**src/rtl/tile_renderer_pkg.sv**
```systemverilog
// tile_renderer_pkg: shared types and defaults for the tile-grid renderer.
//   rgb12_t      - 12-bit {r,g,b} colour.
//   tile_coord_t - per-pixel tile coordinates handed from stage 1 to stage 2.
//   *_DEFAULT    - default tile edge and grid dimensions.
// Optional macro TILE_RENDERER_GRID_EN adds the sub-tile zero flags that the
// grid overlay needs.
package tile_renderer_pkg;

  typedef logic [11:0] rgb12_t;

  localparam int TILE_DEFAULT = 40;
  localparam int COLS_DEFAULT = 16;
  localparam int ROWS_DEFAULT = 12;

  // Width of every tile/sub-tile counter; generous so tile_x never wraps
  // on any realistic line length.
  localparam int COORD_W = 8;

  typedef struct packed {
    logic [COORD_W-1:0] tile_x;
    logic [COORD_W-1:0] tile_y;
`ifdef TILE_RENDERER_GRID_EN
    logic               sub_x_zero;
    logic               sub_y_zero;
`endif
  } tile_coord_t;

endpackage

```
**src/rtl/tile_renderer_tile_counter.sv**
```systemverilog
// tile_counter: one sub-tile / tile counter pair for a single screen axis.
// Outputs are the coordinates of the *current* cycle (clear and advance are
// applied combinationally), so a clear pulse on a pixel makes that very pixel
// coordinate 0.
// Ports:
//   clk, rst   - pixel clock, asynchronous active-high reset
//   clear      - force sub/tile to 0 (wins over advance, ignores enable)
//   advance    - step sub by one, wrapping at TILE and bumping tile
//   enable     - qualifies advance; counters hold while low
//   sub, tile  - current sub-tile and tile coordinate
module tile_counter
  import tile_renderer_pkg::*;
#(
  parameter int TILE = TILE_DEFAULT,
  parameter int W    = COORD_W
) (
  input  logic         clk,
  input  logic         rst,
  input  logic         clear,
  input  logic         advance,
  input  logic         enable,
  output logic [W-1:0] sub,
  output logic [W-1:0] tile
);

  logic [W-1:0] sub_q, sub_d;
  logic [W-1:0] tile_q, tile_d;

  always_comb begin
    sub_d  = sub_q;
    tile_d = tile_q;
    if (clear) begin
      sub_d  = '0;
      tile_d = '0;
    end else if (advance && enable) begin
      if (sub_q == W'(TILE - 1)) begin
        sub_d  = '0;
        tile_d = tile_q + W'(1);
      end else begin
        sub_d = sub_q + W'(1);
      end
    end
  end

  always_ff @(posedge clk or posedge rst) begin
    if (rst) begin
      sub_q  <= '0;
      tile_q <= '0;
    end else begin
      sub_q  <= sub_d;
      tile_q <= tile_d;
    end
  end

  assign sub  = sub_d;
  assign tile = tile_d;

endmodule

```
**src/rtl/tile_renderer.sv**
```systemverilog
// tile_renderer: two-stage tile-grid pixel renderer between VGA timing and DAC.
//   Stage 1 registers the tile coordinates of the pixel plus de.
//   Stage 2 registers the priority-selected colour; rgb/rgb_valid lag de by 2.
// Game state is captured into shadow registers on frame_start so the
// playfield never tears mid-frame.
// Ports:
//   clk, rst                      - pixel clock, asynchronous active-high reset
//   de, line_start, frame_start   - timing-generator strobes
//   player_row                    - player tile row
//   bullet_rgb/col/row            - per-slot projectile colour and position
//   enemy_rgb                     - E_ROWS x E_COLS enemy colours (0 = dead)
//   rgb, rgb_valid                - registered pixel colour and its qualifier
// Optional macro: TILE_RENDERER_GRID_EN draws GRID_RGB on sub-tile 0 lines
// for tile_x >= 1.
module tile_renderer
  import tile_renderer_pkg::*;
#(
  parameter int          TILE      = TILE_DEFAULT,
  parameter int          COLS      = COLS_DEFAULT,
  parameter int          ROWS      = ROWS_DEFAULT,
  parameter int          N_BULLETS = 3,
  parameter int          E_ROWS    = 5,
  parameter int          E_COLS    = 6,
  parameter int          E_COL0    = 4,
  parameter logic [11:0] HOME_RGB  = 12'h282,
  parameter logic [11:0] GRID_RGB  = 12'h111
) (
  input  logic                         clk,
  input  logic                         rst,
  input  logic                         de,
  input  logic                         line_start,
  input  logic                         frame_start,
  input  logic [3:0]                   player_row,
  input  logic [N_BULLETS*12-1:0]      bullet_rgb,
  input  logic [N_BULLETS*4-1:0]       bullet_col,
  input  logic [N_BULLETS*4-1:0]       bullet_row,
  input  logic [E_ROWS*E_COLS*12-1:0]  enemy_rgb,
  output logic [11:0]                  rgb,
  output logic                         rgb_valid
);

  localparam logic [COORD_W-1:0] COLS_W      = COORD_W'(COLS);
  localparam logic [COORD_W-1:0] ROWS_W      = COORD_W'(ROWS);
  localparam logic [COORD_W-1:0] E_ROWS_W    = COORD_W'(E_ROWS);
  localparam logic [COORD_W-1:0] E_COLS_W    = COORD_W'(E_COLS);
  localparam logic [COORD_W-1:0] E_COL0_W    = COORD_W'(E_COL0);
  localparam logic [COORD_W-1:0] E_COL0_HALF = COORD_W'(E_COL0 / 2);

  // ---------------- tile counters ----------------
  logic [COORD_W-1:0] sub_x, tile_x, sub_y, tile_y;

  tile_counter #(.TILE(TILE), .W(COORD_W)) u_x_counter (
    .clk     (clk),
    .rst     (rst),
    .clear   (line_start | frame_start),
    .advance (1'b1),
    .enable  (de),
    .sub     (sub_x),
    .tile    (tile_x)
  );

  tile_counter #(.TILE(TILE), .W(COORD_W)) u_y_counter (
    .clk     (clk),
    .rst     (rst),
    .clear   (frame_start),
    .advance (line_start),
    .enable  (de),
    .sub     (sub_y),
    .tile    (tile_y)
  );

  // ---------------- shadow game state ----------------
  // Loaded on the frame_start edge. The frame_start pixel itself is always
  // at tile (0,0), i.e. homeworld, whose colour does not depend on any
  // shadowed state, so it renders as if it used the previous shadow.
  logic [3:0]                  player_row_q, player_row_d;
  logic [N_BULLETS*12-1:0]     bullet_rgb_q, bullet_rgb_d;
  logic [N_BULLETS*4-1:0]      bullet_col_q, bullet_col_d;
  logic [N_BULLETS*4-1:0]      bullet_row_q, bullet_row_d;
  logic [E_ROWS*E_COLS*12-1:0] enemy_rgb_q, enemy_rgb_d;

  always_comb begin
    player_row_d = player_row_q;
    bullet_rgb_d = bullet_rgb_q;
    bullet_col_d = bullet_col_q;
    bullet_row_d = bullet_row_q;
    enemy_rgb_d  = enemy_rgb_q;
    if (frame_start) begin
      player_row_d = player_row;
      bullet_rgb_d = bullet_rgb;
      bullet_col_d = bullet_col;
      bullet_row_d = bullet_row;
      enemy_rgb_d  = enemy_rgb;
    end
  end

  // ---------------- stage 1: coordinates ----------------
  tile_coord_t coord_q, coord_d;
  logic        de_q, de_d;

  always_comb begin
    coord_d        = '0;
    coord_d.tile_x = tile_x;
    coord_d.tile_y = tile_y;
`ifdef TILE_RENDERER_GRID_EN
    coord_d.sub_x_zero = (sub_x == '0);
    coord_d.sub_y_zero = (sub_y == '0);
`endif
    de_d = de;
  end

`ifndef TILE_RENDERER_GRID_EN
  // Sub-tile positions and GRID_RGB only feed the grid overlay.
  logic unused_grid;
  assign unused_grid = ^{sub_x, sub_y, GRID_RGB};
`endif

  // ---------------- stage 2: priority colour ----------------
  // Bullet matches per slot. Grid bounds are enforced once on the pixel,
  // so a matching bullet is necessarily inside the grid.
  logic [N_BULLETS-1:0] bullet_hit;
  rgb12_t               bullet_colour [N_BULLETS];

  for (genvar gi = 0; gi < N_BULLETS; gi++) begin : g_bullet
    logic [3:0] slot_col, slot_row;
    assign bullet_colour[gi] = bullet_rgb_q[gi*12 +: 12];
    assign slot_col          = bullet_col_q[gi*4 +: 4];
    assign slot_row          = bullet_row_q[gi*4 +: 4];
    assign bullet_hit[gi]    = (bullet_colour[gi] != '0) &&
                               ({4'd0, slot_col} == coord_q.tile_x) &&
                               ({4'd0, slot_row} == coord_q.tile_y);
  end

  rgb12_t             rgb_q, rgb_d;
  logic               rgb_valid_q, rgb_valid_d;
  rgb12_t             bullet_sel, enemy_sel;
  logic               bullet_any, enemy_ok;
  logic [COORD_W-1:0] enemy_r, enemy_c;

  always_comb begin
    bullet_any = 1'b0;
    bullet_sel = '0;
    // Walk high to low so the lowest-index hit is the one left standing.
    for (int k = N_BULLETS - 1; k >= 0; k--) begin
      if (bullet_hit[k]) begin
        bullet_any = 1'b1;
        bullet_sel = bullet_colour[k];
      end
    end

    enemy_r   = coord_q.tile_y >> 1;
    enemy_c   = (coord_q.tile_x >> 1) - E_COL0_HALF;
    enemy_ok  = coord_q.tile_y[0] && !coord_q.tile_x[0] &&
                (coord_q.tile_x >= E_COL0_W) &&
                (enemy_r < E_ROWS_W) && (enemy_c < E_COLS_W);
    enemy_sel = '0;
    for (int er = 0; er < E_ROWS; er++) begin
      for (int ec = 0; ec < E_COLS; ec++) begin
        if (enemy_r == COORD_W'(er) && enemy_c == COORD_W'(ec)) begin
          enemy_sel = enemy_rgb_q[(er*E_COLS + ec)*12 +: 12];
        end
      end
    end

    rgb_valid_d = de_q;
    rgb_d       = '0;
    if (!de_q || coord_q.tile_x >= COLS_W || coord_q.tile_y >= ROWS_W) begin
      rgb_d = '0;
    end else if (coord_q.tile_x == '0) begin
      rgb_d = HOME_RGB;
`ifdef TILE_RENDERER_GRID_EN
    end else if (coord_q.sub_x_zero || coord_q.sub_y_zero) begin
      rgb_d = GRID_RGB;
`endif
    end else if (coord_q.tile_x == COORD_W'(1) &&
                 coord_q.tile_y == {4'd0, player_row_q}) begin
      rgb_d = 12'hFFF;
    end else if (bullet_any) begin
      rgb_d = bullet_sel;
    end else if (enemy_ok) begin
      rgb_d = enemy_sel;
    end
  end

  // ---------------- registers ----------------
  always_ff @(posedge clk or posedge rst) begin
    if (rst) begin
      player_row_q <= '0;
      bullet_rgb_q <= '0;
      bullet_col_q <= '0;
      bullet_row_q <= '0;
      enemy_rgb_q  <= '0;
      coord_q      <= '0;
      de_q         <= 1'b0;
      rgb_q        <= '0;
      rgb_valid_q  <= 1'b0;
    end else begin
      player_row_q <= player_row_d;
      bullet_rgb_q <= bullet_rgb_d;
      bullet_col_q <= bullet_col_d;
      bullet_row_q <= bullet_row_d;
      enemy_rgb_q  <= enemy_rgb_d;
      coord_q      <= coord_d;
      de_q         <= de_d;
      rgb_q        <= rgb_d;
      rgb_valid_q  <= rgb_valid_d;
    end
  end

  assign rgb       = rgb_q;
  assign rgb_valid = rgb_valid_q;

endmodule

```
**config.mk**
```make
export PLATFORM = sky130hd
export DESIGN_NAME = tile_renderer
export DESIGN_NICKNAME = d
export VERILOG_FILES = /design/src/rtl/tile_renderer_pkg.sv /design/src/rtl/tile_renderer_tile_counter.sv /design/src/rtl/tile_renderer.sv
export SDC_FILE = /design/constraint.sdc
export NUM_CORES = 1
export LEC_CHECK = 0
export BUFFER_PORTS_ARGS = -buffer_cell sky130_fd_sc_hd__buf_4
export CORE_MARGIN = 2
export CORE_UTILIZATION = 57
export CTS_BUF_LIST = sky130_fd_sc_hd__clkbuf_4 sky130_fd_sc_hd__clkbuf_8
export DETAILED_ROUTE_END_ITERATION = 7
export HOLD_SLACK_MARGIN = 0.03
export PLACE_DENSITY_LB_ADDON = 0.2
export SETUP_SLACK_MARGIN = 0.05
export SYNTH_ARGS = -nofsm -noshare
export SYNTH_HDL_FRONTEND = slang
export SYNTH_SLANG_ARGS = --single-unit
```
**constraint.sdc**
```tcl
create_clock -name clk -period 18.2 [get_ports clk]
set_input_delay 1.82 -clock clk [delete_from_list [all_inputs] [get_ports clk]]
set_output_delay 1.82 -clock clk [all_outputs]
set_load 0.02 [all_outputs]
```
Word level (Yosys, flattened, before mapping)
Cells that the tools add are included.

Register bits: 470. Latch bits: 0. RAM bits: 0. Memory bits (read-only): 0. Input port bits: 429. Memories: 0.

Add/sub/neg operators: 5. $mul: 0. Divide/modulo/power cells: 0. Magnitude comparators: 5. Eq/ne operators: 19. Shifts and indexed selects: 0. Mux-type cells: 53. Bitwise logic cells: 1. Reduce and logical (&&, ||, !) cells: 58.

Operator list (number): two-way mux 12 bit (38); two-way mux 8 bit (12); == test 4 x 8 -> 1 bit (6); logical AND 1 bit (42); nonzero test 12 bit (3); adder 8 x 1 -> 8 bit, second input constant (4); zero test 8 bit (3); == test 8 x 1 -> 1 bit, second input constant (2); == test 8 x 2 -> 1 bit, second input constant (2); == test 8 x 3 -> 1 bit, second input constant (2); == test 8 x 6 -> 1 bit, second input constant (2); == test 7 x 2 -> 1 bit, second input constant (2); == test 8 x 4 -> 1 bit (1); >= comparator 8 x 3 -> 1 bit, second input constant (1); >= comparator 8 x 4 -> 1 bit, second input constant (1); >= comparator 8 x 5 -> 1 bit, second input constant (1); less-than comparator 8 x 3 -> 1 bit, second input constant (1); nonzero test 2 bit (4); subtractor 7 x 2 -> 8 bit, second input constant (1); == test 7 x 1 -> 1 bit, second input constant (1); == test 7 x 3 -> 1 bit, second input constant (1); less-than comparator 7 x 3 -> 1 bit, second input constant (1); AND reduction 2 bit (2); two-way mux 1 bit (3); other kinds (3) (5).

Longest topological paths before layout
Depth in word-level cells: 38. Depth in mapped cells: 16. Gate-level depth less buffers: 11.

Cells and area by module
A second synthesis with hierarchy kept.

Cell total of the unflattened synthesis: 1773. Area total of the unflattened synthesis: 22277.6 um^2.

By module, submodules not included: tile_renderer (instances 1, cells each 1607, area each 20663.6 um^2, seq. area each 11360.9 um^2); tile_counter (instances 2, cells each 83, area each 807.0 um^2, seq. area each 400.4 um^2).

Least setup slack after synthesis
OpenSTA, ideal clock, no wires.

Path kind: input-to-reg. From: in frame_start. To: reg u_x_counter.tile_q[7]. Data arrival time: 3.623 ns. Data required time: 18.070 ns. Slack: 14.446 ns. Stages: 10. Cell sequence: clkbuf_1 > or2_2 > clkbuf_1 > nor2_1 > nor2_1 > and3_1 > and3_1 > nand3_1 > xor2_1 > nor2_1.

Word-level cells in the longest chain between the ends: 3. Elaborated cells on any way between the ends: 5. Those cells by class: 1 x mux; 1 x bitwise; 3 x reduce/logical.

RTL lines: start: declaration (RTL line tile_renderer.sv:32) `input logic frame_start,`; OR 1 bit (*) (RTL line tile_renderer.sv:55) `.clear (line_start | frame_start),`; nonzero test 2 bit (no line); AND reduction 2 bit (no line); end signal: assignment (RTL line tile_renderer_tile_counter.sv:51) `tile_q <= tile_d;`; end: declaration (RTL line tile_renderer_tile_counter.sv:27) `logic [W-1:0] tile_q, tile_d;`.

Mark *: on every way between the ends. The rest lies on a longest branch, timed or not. A chain may end at the register's enable or synchronous reset.

==> flow_summary_export.csv <==
group,metric,value,unit
yosys,synth-main-ff-cell,"dfrtp_1",
drt,drcViolationCount,0,
drt,drt_iter0_drc,2092,
worst_hold_path,min_path_type,"reg2reg",
worst_hold_path,whs_endpoint,"enemy_rgb_q[5]$_DFFE_PP0P_",
drt,antenna_left,0,
drt,wl_per_cell,27.0,um
timing,tns,0,ns
final_layout,nNetsFinal,2605,
yosys,synth_edf_count,0,
setup_path,critPathRequiredTime,18.76,ns
yosys,synth_area_leaders,"dfrtp_1, mux2_2, nand2_1",
yosys,synthMostInstantiatedCell,"dfrtp_1",
yosys,avgSynthCellArea,12.7,um2
clock_network,numCtsBuffers,77,
floorplanning,num_rows,71,
global_route,grt_usage,0.373,
clock_network,clock-root-buffer,"clkbuf_8",
setup_path,worst_setup_path_start_kind,"flip-flop",
setup_path,critical_path.cell_chain,"inv_1, ha_1, xnor2_1, nand4_1, a211oi_2, o2bb2ai_1, a221oi_1, nand3_1, o221ai_1, a2111o_1, a31oi_1",
drt,vias_per_cell,6.41,
global_route,grt_first_pass_wirelength,108,mm
yosys,syn_inst,1721,
final_layout,drive_gt1_frac,0.481,
yosys,synth_area,21800,um2
timing,setup_viol,0,
clock_network,cts.sinks,470,
clock_network,htreeDepth,3,
clock_network,clkTransAtPathRegs,0.07,ns
drt,first_pass_iters,8,
global_route,met2_usage,0.576,
setup_path,regToRegStartpoint,"u_x_counter.tile_q[3]$_DFFE_PP0P_",
timing,hold_violations,0,
yosys,ys_async_sr_fraction,1.00,
run_status,status,"finished clean",
yosys,synth_top_area_share,0.539,
timing,rsz0062_at_grt,"false",
global_route,grt_antenna_before_repair,6,
setup_path,arrival,5.25,ns
run,drv_cap,0,
timing,max_freq,213,MHz
drt,num_vias,17500,
clock_network,ctsResizeCount,0,
final_layout,multi_input_area,9570,um2
timing,slew_headroom,0.172,
floorplanning,die_w,200,um
placement,gp_congestion,1.04,
clock_network,clock_path_buffers,3,
power_and_ir_drop,power_leakage,11.8,nW
setup_path,crit_slowest_cell,"a211oi_2",
global_route,grt_max_degree,191,
power_and_ir_drop,irDropWorstVdd,0.0000574,V
timing,period_share,0.258,
yosys,ys_warn_count,0,
timing,fin_skew,0.0224,ns
yosys,synth_commonest_cells,"dfrtp_1, mux2_2, nand2_1",
placement,dp_hpwl,55.3,mm
setup_path,crit_family,"compound AO/OA/AOI/OAI gates",
timing,fin_crit,4.69,ns
worst_hold_path,hp-start,"enemy_rgb_q[5]$_DFFE_PP0P_",
timing,drv_slew,0,
setup_path,end_kind,"flip-flop",
global_route,grt.busiest_layer,"met2",
placement,numPlacedInstances,2599,
setup_path,reg2reg_depth,11,
clock_network,ctsHoldBuffers,0,
setup_path,r2r_slack,13.51,ns
global_route,grt-ovfl-total,0,
yosys,yosys.area.top_type,"dfrtp_1",
clock_network,cts_tree,"yes",
timing,whs,0.503,ns
drt,wl,73.8,mm
yosys,synth_seq_area_share,0.539,
floorplanning,die-area,39800,um2
setup_path,regToRegEndpoint,"rgb[7]$_DFF_PP0_",
power_and_ir_drop,power.density,90.5,nW/um2
floorplanning,initial_core_util,0.579,
final_layout,fill_cells,2665,
timing,worst_slew_pin_slew,1.23,ns
setup_path,cpPeakStageDelay,0.79,ns
final_layout,area_delta_synth_final,24.6,%
floorplanning,io_pins,442,
global_route,grt_use_met1,0.473,
global_route,grtUsageMet3,0.119,
final_layout,area.sequential,11800,um2
worst_hold_path,whs_path_depth,1,
yosys,synth_cell_types,79,
floorplanning,dieHeight,200,um
floorplanning,core,37700,um2
final_layout,stdcell_count,2736,
yosys,synth_nets,2159,
clock_network,post_cts_buffers,0,
global_route,grt_pass1_vias,17700,
clock_network,clk_latency,0.65,ns
placement,io_buffers,441,
setup_path,crit_buf_inv,1,
setup_path,critPathKind,"reg2reg",
setup_path,cp_max_fo,11,
yosys,synth_seq_cells,470,
worst max path at each step:
stage	slack, ns	from	cells past startpoint	end
2_1_floorplan	3.27	rst	1	bullet_col_q[0]$_DFFE_PP0P_
3_3_place_gp	13.98	u_x_counter.tile_q[3]$_DFFE_PP0P_	11	rgb[7]$_DFF_PP0_
3_5_place_dp	13.76	u_x_counter.tile_q[3]$_DFFE_PP0P_	11	rgb[7]$_DFF_PP0_
4_1_cts	13.72	u_x_counter.tile_q[3]$_DFFE_PP0P_	11	rgb[7]$_DFF_PP0_
5_1_grt	13.40	u_x_counter.tile_q[3]$_DFFE_PP0P_	11	rgb[7]$_DFF_PP0_
6_report	13.51	u_x_counter.tile_q[3]$_DFFE_PP0P_	11	rgb[7]$_DFF_PP0_
layout make-up:
cell class,instances,area share
diodes,4,0.000368
clock buffers,115,0.0527
clock inverters,18,0.00488
inverters,15,0.00235
multi-input cells,1132,0.352
flip-flops and latches,470,0.433
well taps,511,0.0235
repair buffers,471,0.131
per-layer routing:
metal  share of wire  vias to the layer above  routed length [um]
met1            0.37                     8646               27400
li1                -                     7336                   -
met3            0.11                      339                8220
met5         0.00047                        -                  35
met4           0.061                        6                4470
met2            0.46                     1219               33600
cells by family after synthesis:
group / share of synthesized area
and+or+nand+nor: 0.0725
xor gates and xnor gates: 0.0201
muxes: 0.236
buffers and inverters: 0.0225
AOI/OAI and AO/OA: 0.104
DFF: 0.539
adders and majority gates: 0.00516
layout by cell type, fill, tap and decap left out, types with 9 or more instances in the layout:
master	instances
a222oi_1	10
mux4_2	9
mux2_2	424
nand3_1	30
buf_4	469
clkinv_2	11
a21oi_1	46
a211oi_1	10
inv_1	13
nand4_1	21
ha_1	9
clkbuf_8	91
a22o_1	22
a221oi_1	28
nor2b_1	10
and3_1	15
dfrtp_1	468
xnor2_1	33
nor4_1	14
o21ai_0	58
clkbuf_4	24
xor2_1	17
mux2i_1	18
o22ai_1	14
nor3_1	16
a221o_1	11
a22oi_1	26
o211ai_1	9
nand2_1	90
nor2_1	79
where the power goes:
part | switching (mW) | internal (mW)
Clock | 0.423 | 0.518
Combinational | 0.122 | 0.166
Sequential | 0.0880 | 1.14
Total | 0.632 | 1.83
flip-flops by register name, summed over array words and instances, names as in the netlist:
register            count
bullet_rgb_q           36
u_y_counter.sub_q       8
de_q                    1
u_x_counter.sub_q       8
player_row_q            4
bullet_row_q           12
rgb_valid               1
u_y_counter.tile_q      8
u_x_counter.tile_q      8
rgb                    12
bullet_col_q           12
enemy_rgb_q           360
metrics by stage:
| step | area [um2] | total power, mW | setup WS [ns] | utilization |
|---|---|---|---|---|
| after floorplan | 21800 | 1.37 | 3.27 | - |
| final | 27200 | 2.46 | 13.51 | 0.721 |
| after detailed placement | 25600 | 1.53 | 13.76 | 0.679 |
| after CTS | 27200 | 2.47 | 13.72 | 0.721 |
| after global placement | 25600 | 1.52 | 13.98 | 0.679 |
| after global routing | 27200 | 2.54 | 13.40 | 0.721 |
worst reg2reg max path, cell delays in order (launching register included):
cell and delay, ns:
dfrtp_1 0.70, inv_1 0.09, ha_1 0.29, xnor2_1 0.76, nand4_1 0.68, a211oi_2 0.80
o2bb2ai_1 0.21, a221oi_1 0.08, nand3_1 0.20, o221ai_1 0.18, a2111o_1 0.47, a31oi_1 0.14
(Power assumes the default switching activity.)
